--- config.mk ---
export PLATFORM = sky130hd
export DESIGN_NAME = fp_hazard_scoreboard
export DESIGN_NICKNAME = d
export VERILOG_FILES = /design/src/rtl/fp_hazard_scoreboard.sv
export SDC_FILE = /design/constraint.sdc
export NUM_CORES = 1
export LEC_CHECK = 0
export ABC_CLOCK_PERIOD_IN_PS = 4350
export CORE_MARGIN = 2
export CORE_UTILIZATION = 48
export CTS_CLUSTER_SIZE = 14
export DETAILED_ROUTE_END_ITERATION = 8
export GPL_TIMING_DRIVEN = 1
export PLACE_DENSITY = 0.79
export SETUP_SLACK_MARGIN = 0.1
export SYNTH_ARGS = -nofsm -noshare
export SYNTH_HDL_FRONTEND = slang
export SYNTH_SLANG_ARGS = --single-unit
--- constraint.sdc ---
create_clock -name clk -period 4.35 [get_ports clk]
set_input_delay 0.6525 -clock clk [delete_from_list [all_inputs] [get_ports clk]]
set_output_delay 0.6525 -clock clk [all_outputs]
set_load 0.02 [all_outputs]
--- src/rtl/fp_hazard_scoreboard.sv ---
// rtl/fp_hazard_scoreboard.sv - ID/EXE hazard detection and long-latency FP scoreboard
// Optional stall statistics counter enabled by defining FP_HAZARD_STATS_EN.
module fp_hazard_scoreboard #(
    parameter int NUM_REGS     = 32,
    parameter int LONG_LATENCY = 12
) (
    input  logic                        clk,
    input  logic                        rst,
    input  logic                        id_valid,
    input  logic                        id_flush,
    input  logic [$clog2(NUM_REGS)-1:0] id_rs1,
    input  logic [$clog2(NUM_REGS)-1:0] id_rs2,
    input  logic [$clog2(NUM_REGS)-1:0] id_rd,
    input  logic                        id_writes_rf,
    input  logic                        id_is_branch,
    input  logic                        id_is_long_op,
    input  logic                        exe_is_load,
    input  logic [$clog2(NUM_REGS)-1:0] exe_rd,
    input  logic                        mem_is_load,
    input  logic [$clog2(NUM_REGS)-1:0] mem_rd,
    output logic                        stall_if_id,
    output logic                        bubble_id_exe,
    output logic                        long_busy,
    output logic [NUM_REGS-1:0]         busy_mask,
    output logic                        long_wb_valid,
    output logic [$clog2(NUM_REGS)-1:0] long_wb_rd,
    output logic [31:0]                 stall_count
);
    localparam int RW = $clog2(NUM_REGS);
    localparam int CW = 6;

    typedef enum logic {IDLE, RUN} state_t;

    state_t              state, state_nxt;
    logic [CW-1:0]       count, count_nxt;
    logic [NUM_REGS-1:0] mask_nxt;
    logic [RW-1:0]       wb_rd_nxt;
    logic                exe_hit, mem_hit;
    logic                hz_lu, hz_br, hz_sb, hz_st;
    logic                issue;

    assign long_busy     = (state == RUN);
    assign long_wb_valid = long_busy && (count == '0);

    always_comb begin
        exe_hit = exe_is_load && (exe_rd != '0) && ((exe_rd == id_rs1) || (exe_rd == id_rs2));
        mem_hit = mem_is_load && (mem_rd != '0) && ((mem_rd == id_rs1) || (mem_rd == id_rs2));
        hz_lu   = exe_hit;
        hz_br   = id_is_branch && (exe_hit || mem_hit);
        // Third term is the WAW case against the pending long-op destination.
        hz_sb   = busy_mask[id_rs1] || busy_mask[id_rs2] || (id_writes_rf && busy_mask[id_rd]);
        hz_st   = id_is_long_op && long_busy;
        stall_if_id   = id_valid && !id_flush && (hz_lu || hz_br || hz_sb || hz_st);
        bubble_id_exe = stall_if_id;
        issue         = id_valid && !id_flush && !stall_if_id;
    end

    always_comb begin
        state_nxt = state;
        count_nxt = count;
        mask_nxt  = busy_mask;
        wb_rd_nxt = long_wb_rd;
        case (state)
            IDLE: begin
                if (issue && id_is_long_op) begin
                    state_nxt = RUN;
                    count_nxt = CW'(LONG_LATENCY - 1);
                    wb_rd_nxt = id_rd;
                    mask_nxt[id_rd] = 1'b1;
                end
            end
            RUN: begin
                if (count == '0) begin
                    state_nxt = IDLE;
                    mask_nxt[long_wb_rd] = 1'b0;
                end else begin
                    count_nxt = count - 1'b1;
                end
            end
            default: state_nxt = IDLE;
        endcase
        mask_nxt[0] = 1'b0;
    end

    always_ff @(posedge clk) begin
        if (rst) begin
            state      <= IDLE;
            count      <= '0;
            busy_mask  <= '0;
            long_wb_rd <= '0;
        end else begin
            state      <= state_nxt;
            count      <= count_nxt;
            busy_mask  <= mask_nxt;
            long_wb_rd <= wb_rd_nxt;
        end
    end

`ifdef FP_HAZARD_STATS_EN
    always_ff @(posedge clk) begin
        if (rst) begin
            stall_count <= '0;
        end else if (stall_if_id && (stall_count != 32'hFFFF_FFFF)) begin
            stall_count <= stall_count + 32'd1;
        end
    end
`else
    assign stall_count = '0;
`endif

endmodule

# After elaboration in Yosys (flattened, before gate mapping)
# Cells that the tools add are included.
[totals]
rom_bits = 0
mem_count = 0
regBits = 44
inputBits = 34
ramBits = 0
out_inout_bits = 73
latch_bits = 0
word_cells = 72
[op_classes]
n_mux = 19
n_mul = 0
div_mod_pow = 0
shifts = 0
n_eq_ne = 7
n_reduce_logical = 30
n_bitwise = 4
addsub = 1
n_lt_le_gt_ge = 6
[op_table]
columns = ["op", "n"]
rows = [
  ["32-bit two-way mux", 2],
  ["32-bit case mux with 2 select lines", 1],
  ["32-bit bitwise AND", 1],
  ["32-bit NOT", 1],
  ["32-bit OR", 1],
  ["5-bit by 6-bit < comparator with 1-bit output, second input constant", 4],
  ["5-bit == test", 4],
  ["1-bit binary-select mux with 5-bit select", 3],
  ["1-bit logical AND", 14],
  ["6-bit two-way mux", 2],
  ["6-bit case mux with 2 select lines", 1],
  ["1-bit demux with 5-bit select", 2],
  ["5-bit by 1-bit greater-or-equal comparator with 1-bit output, second input constant", 2],
  ["5-bit nonzero test", 2],
  ["1-bit logical OR", 8],
  ["1-bit two-way mux", 7],
  ["6-bit zero test", 1],
  ["2-bit AND reduction", 3],
  ["6-bit by 1-bit subtractor with 6-bit output, second input constant", 1],
  ["2-bit inequality test, second input constant", 2],
  ["1-bit zero test", 2],
  ["2-bit by 1-bit inequality test with 1-bit output, second input constant", 1],
  ["1-bit case mux with 2 select lines", 1],
  ["1-bit NOT", 1],
]

# Longest topological paths before layout
[depth]
word_depth = 14
mapped_depth = 10
mapped_depth_nobuf = 9

# Worst setup path after synthesis
# OpenSTA, ideal clock, no wires.
[synth_path]
kind = "input port to output port"
start = "in id_rd[1]"
end = "out stall_if_id"
t_required_ns = 3.697
n_path_buf = 4
path_slack_ns = 0.790
arrival_time_ns = 2.907
stages = 10
path_cell_list = "buf_4 > buf_1 > mux2i_1 > nor2_1 > o41ai_2 > nand4_1 > a2111oi_4 > buf_2 > nor3b_1 > buf_4"
[synth_between]
elab_chain_len = 7
[synth_rtl]
columns = ["item", "line_no", "source"]
rows = [
  ["from (decl)", "13", "input logic [$clog2(NUM_REGS)-1:0] id_rd,"],
  ["1-bit binary-select mux with 5-bit select", "51", "hz_sb = busy_mask[id_rs1] || busy_mask[id_rs2] || (id_writes_rf && busy_mask[id_rd]);"],
  ["1-bit two-way mux (not written as such)", "51", ""],
  ["1-bit logical AND", "51", ""],
  ["1-bit logical OR", "51", ""],
  ["1-bit logical OR (2 in series)", "53", "stall_if_id = id_valid && !id_flush && (hz_lu || hz_br || hz_sb || hz_st);"],
  ["1-bit logical AND", "53", ""],
  ["to (decl)", "21", "output logic stall_if_id,"],
]
# Every way passes these cells. The select of a mux whose other input is x is not followed.

# Worst setup path after layout
[layout_path]
start = "in id_rs2[2]"
end = "out stall_if_id"
[layout_between]
elab_chain_len = 9
word_cells_on_any_way = 16
classes_between = "eq/ne: 2; mux: 2; reduce/logical: 12"
[layout_rtl]
columns = ["item", "line_no", "source"]
rows = [
  ["from (decl)", "12", "input logic [$clog2(NUM_REGS)-1:0] id_rs2,"],
  ["parallel branches: the longest is 6 deep, another holds 1-bit binary-select mux with 5-bit select", "n/a", ""],
  ["1-bit logical OR * (2 in series)", "53", ""],
  ["1-bit logical AND *", "53", ""],
]
# Mark *: on every way between the ends. The select of a mux whose other input is x is not followed.

==> impl_metrics.json <==
{
  "antenna_cells": 0,
  "fill_cells": 622,
  "grt_overflow": 0,
  "viasPerCell": 6.27,
  "num_rows": 31,
  "hold_path.class": "flip-flop to flip-flop",
  "finalMaxSlewViolations": 0,
  "max_cap_violations": 0,
  "synth_top_flop_cell": "dfxtp_1",
  "synthArstFlopShare": 0,
  "antenna_found_initial": 0,
  "slowest_stage": "clkdlybuf4s50_1",
  "path_max_fanout": 5,
  "whs_ps": 529,
  "seq_area_frac_synth": 0.245,
  "final_nets": 523,
  "fp.dieW_um": 89.6,
  "clockBufferDepth": 2,
  "grt_pass1_vias": 3446,
  "cp_common_cell": "clkdlybuf4s50_1",
  "postRouteAntennaNets": 0,
  "cts_max_level": 2,
  "place_congestion": 0.918,
  "slew_headroom": 0.379,
  "power_density_mw_per_mm2": 223,
  "tightestPinTransition_ps": 930,
  "drive_gt1_frac": 0.0758,
  "finalSetupViolations": 0,
  "synth.distinct_cells": 59,
  "drc_errors": 0,
  "post_cts_buffers": 0,
  "required_ps": 3700,
  "final_hold_viol_count": 0,
  "syn_area_sq_mm": 0.00352,
  "finalNonFillerCells": 587,
  "p_int_mw": 0.661,
  "total_power_mw": 0.965,
  "critical_path.cell_chain": "clkdlybuf4s50_1 > mux4_2 > o21ai_1 > a21oi_1 > nand4b_1 > a2111oi_4 > nor3b_1 > clkdlybuf4s50_1",
  "endpoint_kind": "output pin",
  "clk_latency_ps": 300,
  "cts_sinks": 43,
  "grt_max_degree": 34,
  "drt_iter0_drc": 366,
  "final_area_sq_mm": 0.00433,
  "numPortBuffers": 73,
  "placed_area_sq_mm": 0.00421,
  "final_core_util": 0.603,
  "grt_pass1_wl_mm": 17.3,
  "hpwl_mm": 8.15,
  "cts_resized": 0,
  "cts_tree": "yes",
  "cts_hold_buf": 0,
  "fin_ws_ps": 195,
  "ioPinCount": 107,
  "yosys_warnings": 0,
  "initial_utilization": 0.490,
  "path_clk_slew_ps": 90,
  "leakage_nw": 1.54,
  "p_switching_mw": 0.305,
  "cpPeakStageDelay_ps": 630,
  "ys_ff_latch": 43,
  "postRouteWirelength_mm": 11.2,
  "swShare": 0.316,
  "dp.cells": 579,
  "synth-edff-count": 0,
  "worstSetupPathType": "primary input to output pin",
  "grt_use_total": 0.278,
  "tns_ps": 0,
  "place_ws_ps": 226,
  "crit_arrival_ps": 3500,
  "fmax_mhz": 241,
  "p_seq_frac": 0.421,
  "cp-start-kind": "primary input",
  "p_comb_frac": 0.250,
  "avgSynthCellArea_sq_um": 8.22,
  "ir_drop_mv": 0.193,
  "vias": 3682,
  "clkPwrFrac": 0.329,
  "numCtsBuffers": 5,
  "die_y_um": 89.6,
  "cts_root_buffer": "clkbuf_8",
  "finalCritPeriodShare": 0.955,
  "status": "finished clean",
  "rsz0062_at_grt": "false",
  "drt_first_pass_iters": 7,
  "period_minus_slack_ps": 4160,
  "synthCells": 428,
  "wl_per_cell_um": 19.1,
  "area_growth_pct": 23.1,
  "core-area_sq_mm": 0.00718,
  "clock_skew_ps": 12.0,
  "dieArea_sq_mm": 0.00803
}
==> critical path, delay by kind of cell <==
family	cells	cell delay (ps)
AOI/OAI and AO/OA	3	720
buffers and inverters	2	1190
muxes	1	550
and+or+nand+nor	2	400
==> state kept, by name, summed over array words and instances (netlist names) <==
name / cells
busy_mask: 31
count: 6
long_wb_rd: 5
long_busy: 1
==> power groups by stage <==
| stage | clock, mW | sequential (mW) | combinational, mW |
|---|---|---|---|
| global route | 0.337 | 0.407 | 0.260 |
| floorplan | 0 | 0.414 | 0.178 |
| global placement | 0 | 0.415 | 0.231 |
| finish | 0.317 | 0.407 | 0.241 |
| CTS | 0.317 | 0.406 | 0.237 |
| detailed placement | 0 | 0.415 | 0.235 |
==> worst paths after layout <==
| kind | depth (start not counted) | startpoint | end | slack [ps] |
|---|---|---|---|---|
| max | 8 | id_rs2[2] | stall_if_id | 190 |
| min | 2 | count[3] | count[3] | 530 |
| max reg2reg | 8 | busy_mask[12] | count[3] | 1320 |
| min reg2reg | 2 | count[3] | count[3] | 530 |
==> kinds of logic (layout without fill, tap and decap cells) <==
family	count (synthesis)	after routing	synth area share
buffers and inverters	74	102	0.120
adder cells (fa/ha/maj)	2	2	0.00711
XOR/XNOR	21	21	0.0523
flip-flops	43	43	0.245
multiplexers	39	39	0.144
other	1	33	0.00107
AO/OA/AOI/OAI	116	116	0.230
AND/OR/NAND/NOR	132	132	0.201
==> cell type report <==
type / instances / area, sq um / share of cell area
Sequential cell: 43 / 861 / 0.199
Tap cell: 99 / 124 / 0.0286
Multi-Input combinational cell: 343 / 2370 / 0.547
Clock buffer: 5 / 68.8 / 0.0159
Inverter: 8 / 30.0 / 0.00694
Timing Repair Buffer: 86 / 832 / 0.192
Clock inverter: 3 / 43.8 / 0.0101
==> layer usage <==
| metal | track usage | vias to the layer above | share of wire |
|---|---|---|---|
| li1 | - | 1667 | - |
| met1 | 0.360 | 1729 | 0.39 |
| met2 | 0.473 | 252 | 0.48 |
| met3 | 0.0356 | 34 | 0.11 |
| met4 | 0.102 | 0 | 0.026 |
| met5 | 0 | - | 0 |
==> cells in the mapped netlist (all sizes together), types with 3 or more instances <==
cell type  count  share of area
mux2i         28          0.080
mux4           9          0.058
buf           47          0.091
o21a           3         0.0064
and3           6          0.011
nand2         20          0.021
nand3         16          0.023
a21oi         26          0.037
o21ai         25          0.036
a22oi          5          0.011
nand2b        12          0.021
nor3b          3         0.0064
a211oi        12          0.026
nor2          25          0.027
clkbuf        19          0.021
nand3b         3         0.0064
dfxtp         43           0.24
o211ai         5          0.011
o22ai          3         0.0053
nor4           4         0.0071
nor2b          8          0.014
a41oi         17          0.042
a32oi          3         0.0075
xor2          21          0.052
a311oi         3         0.0075
inv            8         0.0085
nor3          13          0.018
nand4          9          0.016
==> cells in the final DEF, fill, tap and decap left out, types with 2 or more instances in the layout <==
cell type        count
or4_1                2
nand2b_1            12
o211ai_1             5
nor4_1               4
nand3_1             16
o22ai_1              3
inv_1                8
and3_1               6
mux4_2               9
a211oi_1            12
and3b_1              2
nand3b_1             3
a22oi_1              5
ha_1                 2
o21ai_0             24
a21oi_1             26
conb_1              33
nand2_1             20
a41oi_1             17
nor2b_1              8
clkbuf_8             5
o21a_1               3
a32oi_1              3
mux2i_1             28
a221oi_1             2
and2_1               2
buf_4               12
clkdlybuf4s50_1     73
xor2_1              21
a311oi_1             3
dfxtp_1             43
nor3b_1              3
nor3_1              13
nor2_1              25
nand4_1              9
Power figures use the tool's default switching activity.
